**src/rtl/match_counter_pkg.sv**
```systemverilog
// Shared definitions for the counter-compare unit: run-mode encodings and FSM states.
package match_pkg;

  localparam logic [1:0] MODE_ONESHOT  = 2'b00;
  localparam logic [1:0] MODE_PERIODIC = 2'b01;
  localparam logic [1:0] MODE_FREERUN  = 2'b10;

  typedef enum logic [1:0] {
    IDLE = 2'd0,
    RUN  = 2'd1,
    DONE = 2'd2
  } state_e;

endpackage

```
**src/rtl/match_counter_if.sv**
```systemverilog
// Control/status bundle of match_counter; master drives controls, slave is the counter.
interface match_counter_if #(parameter int WIDTH = 8);
  logic [WIDTH-1:0] data;
  logic             load;
  logic             start;
  logic             stop;
  logic [1:0]       mode;
  logic [WIDTH-1:0] count;
  logic             out;
  logic             busy;
  logic             done;

  modport master (output data, load, start, stop, mode,
                  input  count, out, busy, done);
  modport slave  (input  data, load, start, stop, mode,
                  output count, out, busy, done);
endinterface

```
**src/rtl/match_counter_comparator_n.sv**
```systemverilog
// WIDTH-bit equality comparator: per-bit XOR, then NOR-reduce.
module comparator_n #(
  parameter int WIDTH = 8
) (
  input  logic [WIDTH-1:0] a_i,
  input  logic [WIDTH-1:0] b_i,
  output logic             eq_o
);

  assign eq_o = ~|(a_i ^ b_i);

endmodule

```
**src/rtl/match_counter.sv**
```systemverilog
// Counter-compare unit: up-counter checked against a loadable compare register,
// registered one-cycle match pulse, one-shot / periodic / free-run modes.
module match_counter
  import match_pkg::*;
#(
  parameter int WIDTH = 8
) (
  input  logic          clk,
  input  logic          rst_n,
  match_counter_if.slave bus
);

  state_e           state_q, state_d;
  logic [WIDTH-1:0] count_q, count_d;
  logic [WIDTH-1:0] cmp_q,   cmp_d;
  logic [1:0]       mode_q,  mode_d;
  logic             out_q,   out_d;
  logic             eq;

  comparator_n #(.WIDTH(WIDTH)) u_cmp (
    .a_i  (count_q),
    .b_i  (cmp_q),
    .eq_o (eq)
  );

  // Next-state: stop wins over everything; restart in RUN suppresses the match that edge.
  always_comb begin
    state_d = state_q;
    count_d = count_q;
    cmp_d   = cmp_q;
    mode_d  = mode_q;
    out_d   = 1'b0;
    if (bus.stop) begin
      state_d = IDLE;
    end else begin
      case (state_q)
        IDLE, DONE: begin
          if (bus.load) cmp_d = bus.data;
          if (bus.start) begin
            count_d = '0;
            mode_d  = bus.mode;
            state_d = RUN;
          end
        end
        RUN: begin
          if (bus.start) begin
            count_d = '0;
            mode_d  = bus.mode;
          end else if (eq) begin
            out_d = 1'b1;
            case (mode_q)
              MODE_PERIODIC: count_d = '0;
              MODE_FREERUN:  count_d = count_q + WIDTH'(1);
              // one-shot and the reserved encoding both finish here
              default:       state_d = DONE;
            endcase
          end else begin
            count_d = count_q + WIDTH'(1);
          end
        end
        default: state_d = IDLE;
      endcase
    end
  end

  // State, counter, compare register, latched mode and match flop.
  always_ff @(posedge clk or negedge rst_n) begin
    if (!rst_n) begin
      state_q <= IDLE;
      count_q <= '0;
      cmp_q   <= '0;
      mode_q  <= MODE_ONESHOT;
      out_q   <= 1'b0;
    end else begin
      state_q <= state_d;
      count_q <= count_d;
      cmp_q   <= cmp_d;
      mode_q  <= mode_d;
      out_q   <= out_d;
    end
  end

  assign bus.count = count_q;
  assign bus.out   = out_q;
  assign bus.busy  = (state_q == RUN);
  assign bus.done  = (state_q == DONE);

endmodule

```
**src/flat_wrapper.sv**
```systemverilog
// flat-port wrapper written by rule: the top's interface ports become plain ports
module match_counter_flat import match_pkg::*;
#(
  parameter int WIDTH = 8
)
  (clk, rst_n, bus_data, bus_load, bus_start, bus_stop, bus_mode, bus_count, bus_out, bus_busy, bus_done);
  match_counter_if #(.WIDTH(WIDTH)) bus_i ();
  input  logic clk;
  input  logic rst_n;
  input wire logic [$bits(bus_i.data)-1:0] bus_data;
  input wire logic [$bits(bus_i.load)-1:0] bus_load;
  input wire logic [$bits(bus_i.start)-1:0] bus_start;
  input wire logic [$bits(bus_i.stop)-1:0] bus_stop;
  input wire logic [$bits(bus_i.mode)-1:0] bus_mode;
  output wire logic [$bits(bus_i.count)-1:0] bus_count;
  output wire logic [$bits(bus_i.out)-1:0] bus_out;
  output wire logic [$bits(bus_i.busy)-1:0] bus_busy;
  output wire logic [$bits(bus_i.done)-1:0] bus_done;
  assign bus_i.data = bus_data;
  assign bus_i.load = bus_load;
  assign bus_i.start = bus_start;
  assign bus_i.stop = bus_stop;
  assign bus_i.mode = bus_mode;
  assign bus_count = bus_i.count;
  assign bus_out = bus_i.out;
  assign bus_busy = bus_i.busy;
  assign bus_done = bus_i.done;
  match_counter #(.WIDTH(WIDTH)) u_core (.clk(clk), .rst_n(rst_n), .bus(bus_i));
endmodule
```
**config.mk**
```make
export PLATFORM = sky130hd
export DESIGN_NAME = match_counter_flat
export DESIGN_NICKNAME = d
export VERILOG_FILES = /design/src/rtl/match_counter_pkg.sv /design/src/rtl/match_counter_if.sv /design/src/rtl/match_counter_comparator_n.sv /design/src/rtl/match_counter.sv /design/src/flat_wrapper.sv
export SDC_FILE = /design/constraint.sdc
export NUM_CORES = 1
export LEC_CHECK = 0
export ABC_AREA = 1
export CAP_MARGIN = 20
export CELL_PAD_IN_SITES_DETAIL_PLACEMENT = 1
export CELL_PAD_IN_SITES_GLOBAL_PLACEMENT = 2
export CORE_UTILIZATION = 29
export DETAILED_ROUTE_END_ITERATION = 16
export GPL_TIMING_DRIVEN = 1
export PLACE_DENSITY = 0.92
export SLEW_MARGIN = 30
export SYNTH_ARGS = -nofsm -noshare
export SYNTH_HDL_FRONTEND = slang
export SYNTH_SLANG_ARGS = --single-unit
export TNS_END_PERCENT = 20
```
**constraint.sdc**
```tcl
create_clock -name clk -period 2.15 [get_ports clk]
set_input_delay 0.43 -clock clk [delete_from_list [all_inputs] [get_ports clk]]
set_output_delay 0.43 -clock clk [all_outputs]
set_load 0.05 [all_outputs]
```
==> flow_summary.yaml, run 1 <==
global_routing:
  grt.overflow.total: 0
  initial_antenna_violation_count: 0
  first_global_vias: 1151
  grt_start_max_net_pins: 22
  grt_pass1_wl_um: 5200
  grtUsageTotal_pct: 16.2
timing:
  rsz0062_at_grt: "no"
  worst_tran_pin_value_ps: 498
  final.period_utilization_pct: 94.4
  final_critical_path_setup_slack_ps: 121
  period_needed_ps: 2030
  setup_total_negative_slack_ps: 0
  final-max-slew-violation-count: 0
  slew_headroom_pct: 66.7
  fmax_mhz: 493
  final-hold-violation-count: 0
  finalClockSkew_ps: 2.90
  report.final.setup_viol: 0
synth:
  synth_compound_area_share_pct: 4.63
  synthesis.area_mm2: 0.00119
  mappedNetlistNets: 184
  synth_cell_type_count: 19
  synth_top_family_by_area: "simple AND/OR/NAND/NOR gates"
  synth_simple_gate_area_share_pct: 35.4
  post_synth_mux_area_share_pct: 1.89
  synth_top_area_share_pct: 44.2
  synth_xor_area_share_pct: 2.95
  synthesis.yosys.warnings: 0
  yosysSeqAreaShare_pct: 44.2
  yosys-top-cells-area: "sky130_fd_sc_hd__dfrtp_1, sky130_fd_sc_hd__nand2_1, sky130_fd_sc_hd__nor2_1"
  syn-mean-instance-area_um2: 7.12
  ys_seq_elements: 21
  synth_area_leader_cell: "sky130_fd_sc_hd__dfrtp_1"
  synthAdderAreaFrac_pct: 2.11
  synth_cells: 167
critical_path:
  worst-endpoint-arrival_ps: 1600
  worst_setup_path_end_kind: "primary output"
  max_stage_delay_ps: 800
  timing_worst_setup_path_type: "reg2out"
  path_cells: "nor2_1, clkdlybuf4s50_1"
  cp-start-kind: "register"
  critPathMaxFanout: 5
  crit_slowest_cell: "sky130_fd_sc_hd__clkdlybuf4s50_1"
  cp_required_ps: 1720
  reg2reg_setup_slack_ps: 550
power:
  clockPowerShare_pct: 29.0
  static-leakage-power_nw: 0.775
  p_sw_share_pct: 31.1
  power.share.combinational_pct: 21.9
  power_density_of_the_placed_cells_mw_per_mm2: 604
  worst_ir_drop_vdd_v: 0.000263
  power.net_switching_mw: 0.294
  seq_power_share_pct: 49.0
  power.internal_mw: 0.650
route:
  vias_per_cell: 4.57
  routed_wire_length_um: 3040
  detailed_routing_iteration_count_for_the_pre_antenna_repair_pass: 3
  drtIter0Drc: 25
  post-route-drc-count: 0
  routed_wirelength_normalized_by_instance_count_um: 12.4
  drt.antenna.violating_nets: 0
  total_number_of_vias: 1123
cells_and_area:
  design.final.nets: 216
  layout.cells.most_common: "sky130_fd_sc_hd__nand2_1"
  layout_common_cells: "sky130_fd_sc_hd__nand2_1, sky130_fd_sc_hd__nor2_1, sky130_fd_sc_hd__inv_1"
  post-route-cell-area_mm2: 0.00156
  n_fill_cell: 487
  layout-drive-gt1-share_pct: 9.09
  area.growth.synth_to_final_pct: 31.6
  postLayoutCoreUtil_pct: 41.2
  antenna_cells: 0
floorplan:
  die_x_um: 66.0
  die_height_um: 66.0
  die_area_mm2: 0.00436
  ios: 26
  area_of_the_core_mm2: 0.00380
  site_row_count: 22
  effective_utilization_at_floorplan_pct: 31.3
cts:
  cts-buffers-inserted: 3
  tritoncts_num_sinks: 21
  clock_tree_from_tritoncts: "yes"
  ctsResizeCount: 0
  cts.reportedPaths.clkPinSlew_ps: 80
  h_tree_levels: 1
  cts-hold-fix-buffers: 0
  cts_post_setup_buffers_inserted: 0
  clk-insertion-delay-late_ps: 270
  clock_tree.buffer_depth: 2
  cts-root-buf: "sky130_fd_sc_hd__clkbuf_8"
run_status:
  status: "finished clean"
place:
  globalplace.congestion: 0.760
  port-buffer-count: 25
  postPlaceCellArea_mm2: 0.00152
  detailedPlacementHpwl_um: 2410
  dpl_worst_slack_ps: 354
hold_path:
  worst_hold_path_type: "in2async"
job:
  timing.max_cap.violations: 0
[cell type report]
cell class                 instances  area, um^2  share of cell area [%]
sequential                        21         526                    33.6
timing repair buffer              28         270                    17.3
clock buffer                       3        41.3                    2.64
multi-input combinational        118         558                    35.7
inverter                          27         101                    6.48
tap                               48        60.1                    3.84
clock inverter                     1        7.51                   0.480
[per-stage QoR]
step,instances,power (mW),hold slack (ps)
after global placement,242,0.669,501
after CTS,246,0.962,508
after global routing,246,1.01,541
final,246,0.944,506
after detailed placement,242,0.682,510
after floorplan,167,0.596,134
[Yosys cell counts, drive strengths merged]
cell type,instances
nor2,30
nand2,54
and3,1
xor2,3
nand3,13
clkbuf,1
a21oi,9
ha,2
xnor2,1
inv,27
or4,1
mux2,2
o21ai,2
dfrtp,21
[path summary, 6_finish.rpt]
check	startpoint	cells after the start	end
setup / recovery	u_core.state_q[0]$_DFFE_PN0P_	2	bus_done
hold reg to reg	u_core.mode_q[1]$_DFFE_PN0P_	1	u_core.mode_q[1]$_DFFE_PN0P_
max in group asynchronous	rst_n	2	u_core.cmp_q[1]$_DFFE_PN0P_
hold / removal	rst_n	2	u_core.bus.count[2]$_DFFE_PN0P_
min in group clk	u_core.mode_q[1]$_DFFE_PN0P_	1	u_core.mode_q[1]$_DFFE_PN0P_
setup reg to reg	u_core.bus.count[3]$_DFFE_PN0P_	11	u_core.bus.count[0]$_DFFE_PN0P_
[kinds of logic after synthesis]
group           after synthesis
compound gates               11
mux                           2
simple gates                 99
flops                        21
buf+inv                      28
fa+ha+maj                     2
xor+xnor                      4
[registers in the layout, summed over array words and instances (netlist names)]
name and cells:
u_core.state_q 2, u_core.bus.out 1, u_core.mode_q 2, u_core.bus.count 8, u_core.cmp_q 8
[critical path, delay by kind of cell, from the launching register on]
family / cells / cell delay (ps)
flip-flops: 1 / 420
AND/OR/NAND/NOR: 1 / 110
buffers and inverters: 1 / 800
[per-layer routing]
metal / global-route usage [%] / wire (um)
met2: 26.7 / 1500
met4: 7.18 / 53
met3: 2.07 / 74
met5: 0 / 0
met1: 21.2 / 1420
[power groups by stage]
| stage | logic, mW | clock network [mW] | registers, mW |
|---|---|---|---|
| 2_1_floorplan | 0.119 | 0 | 0.476 |
| 3_3_place_gp | 0.201 | 0 | 0.468 |
| 3_5_place_dp | 0.211 | 0 | 0.472 |
| 4_1_cts | 0.211 | 0.287 | 0.464 |
| 5_1_grt | 0.234 | 0.304 | 0.469 |
| 6_report | 0.207 | 0.274 | 0.463 |
No activity file was read; power rests on OpenSTA's default activity.
==> run 2: changes to the inputs <==
--- a/config.mk
+++ b/config.mk
@@ -9,10 +9,10 @@
 export CAP_MARGIN = 20
 export CELL_PAD_IN_SITES_DETAIL_PLACEMENT = 1
 export CELL_PAD_IN_SITES_GLOBAL_PLACEMENT = 2
-export CORE_UTILIZATION = 29
+export CORE_UTILIZATION = 27
 export DETAILED_ROUTE_END_ITERATION = 16
 export GPL_TIMING_DRIVEN = 1
-export PLACE_DENSITY = 0.92
+export PLACE_DENSITY = 0.88
 export SLEW_MARGIN = 30
 export SYNTH_ARGS = -nofsm -noshare
 export SYNTH_HDL_FRONTEND = slang
==> constraint.sdc (replaced) <==
create_clock -name clk -period 2.2 [get_ports clk]
set_input_delay 0.44 -clock clk [delete_from_list [all_inputs] [get_ports clk]]
set_output_delay 0.44 -clock clk [all_outputs]
set_load 0.05 [all_outputs]
==> run 2 against run 1 <==
  * Clock skew increased by 0.81 ps
  * Worst hold slack improved by 17 ps
  * Setup slack got worse by 23 ps
  * Largest cell class unchanged
  * Non-clock buffer count decreased by 1
  * Final cell count increased by 0.41%
==> flow_summary.yaml, run 2 (synthesis gave the netlist of run 1 again) <==
critical_path:
  timing.critical_path.max_delay_family: "buffers and inverters"
  total_buffers_and_inverters_traversed_by_the_critical_path: 2
  timing.critical_path.to: "bus_busy"
  max_stage_delay_ps: 820
  regToRegEndpoint: "u_core.bus.count[7]$_DFFE_PN0P_"
  crit_start: "u_core.state_q[0]$_DFFE_PN0P_"
  crit_slowest_cell: "sky130_fd_sc_hd__clkdlybuf4s50_1"
  cp_required_ps: 1760
  cp.depth: 3
  worst-endpoint-arrival_ps: 1660
  cp-start-kind: "register"
  path_cells: "inv_1, nor2_1, clkdlybuf4s50_1"
  critPathMaxFanout: 5
  reg2reg_setup_slack_ps: 590
  r2r-start: "u_core.bus.count[4]$_DFFE_PN0P_"
  worst_setup_path_end_kind: "primary output"
  timing_worst_setup_path_type: "reg2out"
  worst-r2r-cell-count: 11
timing:
  setup_total_negative_slack_ps: 0
  period_needed_ps: 2100
  worst_tran_pin_value_ps: 498
  final-max-slew-violation-count: 0
  final_critical_path_setup_slack_ps: 97.5
  final.hold.worst_slack_ps: 523
  slew_headroom_pct: 66.7
  fmax_mhz: 476
  final.period_utilization_pct: 95.6
  finalClockSkew_ps: 3.70
  final-hold-violation-count: 0
  rsz0062_at_grt: "no"
  report.final.setup_viol: 0
power:
  power.internal_mw: 0.637
  seq_power_share_pct: 49.6
  p_sw_share_pct: 30.4
  power_density_of_the_placed_cells_mw_per_mm2: 587
  power.net_switching_mw: 0.278
  power.share.combinational_pct: 22.7
  clockPowerShare_pct: 27.7
  static-leakage-power_nw: 0.769
  worst_ir_drop_vdd_v: 0.000336
cells_and_area:
  layout_common_cells: "sky130_fd_sc_hd__nand2_1, sky130_fd_sc_hd__nor2_1, sky130_fd_sc_hd__inv_1, sky130_fd_sc_hd__clkdlybuf4s50_1, sky130_fd_sc_hd__dfrtp_1"
  layout-drive-gt1-share_pct: 7.61
  n_fill_cell: 511
  postLayoutCoreUtil_pct: 37.9
  post-route-cell-area_mm2: 0.00156
  layout.cells.most_common: "sky130_fd_sc_hd__nand2_1"
  antenna_cells: 0
  area.growth.synth_to_final_pct: 31.1
  design.final.nets: 215
cts:
  clock_tree_from_tritoncts: "yes"
  cts-root-buf: "sky130_fd_sc_hd__clkbuf_8"
  ctsResizeCount: 0
  cts-hold-fix-buffers: 0
  clock_tree.buffer_depth: 2
  clk-insertion-delay-late_ps: 260
  cts_post_setup_buffers_inserted: 0
  h_tree_levels: 1
  cts.reportedPaths.clkPinSlew_ps: 80
  tritoncts_num_sinks: 21
  cts-buffers-inserted: 3
global_routing:
  initial_antenna_violation_count: 0
  first_global_vias: 1219
  grtUsageTotal_pct: 16.3
  grt_start_max_net_pins: 22
  grt_pass1_wl_um: 5500
  grt.overflow.total: 0
place:
  detailedPlacementHpwl_um: 2500
  dpl_worst_slack_ps: 212
  globalplace.congestion: 0.777
  port-buffer-count: 25
  postPlaceCellArea_mm2: 0.00151
floorplan:
  ios: 26
  die_x_um: 68.4
  area_of_the_core_mm2: 0.00412
  effective_utilization_at_floorplan_pct: 28.9
  site_row_count: 23
  die_height_um: 68.4
  die_area_mm2: 0.00467
route:
  routed_wire_length_um: 3220
  post-route-drc-count: 0
  detailed_routing_iteration_count_for_the_pre_antenna_repair_pass: 3
  drtIter0Drc: 39
  total_number_of_vias: 1121
  drt.antenna.violating_nets: 0
  routed_wirelength_normalized_by_instance_count_um: 13.0
  vias_per_cell: 4.54
job:
  timing.max_cap.violations: 0
run_status:
  status: "finished clean"
hold_path:
  worst_hold_path_type: "in2async"
run 2: cell count changes in the layout (fill, tap and decap cells not counted):
cell,change
sky130_fd_sc_hd__buf_4,-2
sky130_fd_sc_hd__clkbuf_1,+1
sky130_fd_sc_hd__clkdlybuf4s50_1,+1
sky130_fd_sc_hd__clkinvlp_4,-1
run 2: cell type report:
cell class	instances	area (um^2)	share of cell area [%]
multi-input combinational	118	558	35.8
clock buffer	4	45.0	2.89
tap	50	62.6	4.02
sequential	21	526	33.7
timing repair buffer	27	265	17.0
inverter	27	101	6.51
run 2: how the worst min path moves through the flow:
stage	startpoint	end	slack [ps]
global route	rst_n	u_core.state_q[1]$_DFFE_PN0P_	560
finish	rst_n	u_core.state_q[0]$_DFFE_PN0P_	520
detailed placement	u_core.mode_q[0]$_DFFE_PN0P_	u_core.mode_q[0]$_DFFE_PN0P_	530
CTS	rst_n	u_core.state_q[1]$_DFFE_PN0P_	530
floorplan	rst_n	u_core.bus.count[0]$_DFFE_PN0P_	140
global placement	u_core.mode_q[1]$_DFFE_PN0P_	u_core.mode_q[1]$_DFFE_PN0P_	500
run 2: layer usage:
layer  vias to the layer above  share of wire, %  GRT usage [%]
li1                        568                 -              -
met1                       534                45           19.1
met2                        17                51           29.5
met3                         2               3.6           4.33
met4                         0              0.90           2.86
met5                         -                 0              0
run 2: per-stage QoR:
| step | power, mW | instances |
|---|---|---|
| floorplan | 0.582 | 167 |
| global placement | 0.658 | 243 |
| detailed placement | 0.673 | 243 |
| CTS | 0.936 | 247 |
| global route | 0.982 | 247 |
| finish | 0.915 | 247 |
run 2: power by group through the flow:
stage                     logic (mW)  clock network (mW)  registers (mW)
after floorplan                0.117                   0           0.466
after global placement         0.200                   0           0.458
after detailed placement       0.211                   0           0.461
after CTS                      0.213               0.269           0.455
after global routing           0.240               0.281           0.460
final                          0.208               0.254           0.454
run 2: worst register-to-register path, cell delays in order, from the launching register on:
cell,delay (ps)
sky130_fd_sc_hd__dfrtp_1,460
sky130_fd_sc_hd__inv_2,90
sky130_fd_sc_hd__nand2_1,60
sky130_fd_sc_hd__nand2_1,40
sky130_fd_sc_hd__nor2_1,80
sky130_fd_sc_hd__nand2_1,80
sky130_fd_sc_hd__nor2_2,160
sky130_fd_sc_hd__nand3_2,110
sky130_fd_sc_hd__nand2_4,150
sky130_fd_sc_hd__nand2_4,120
sky130_fd_sc_hd__nand2_1,90
sky130_fd_sc_hd__nand2_1,60
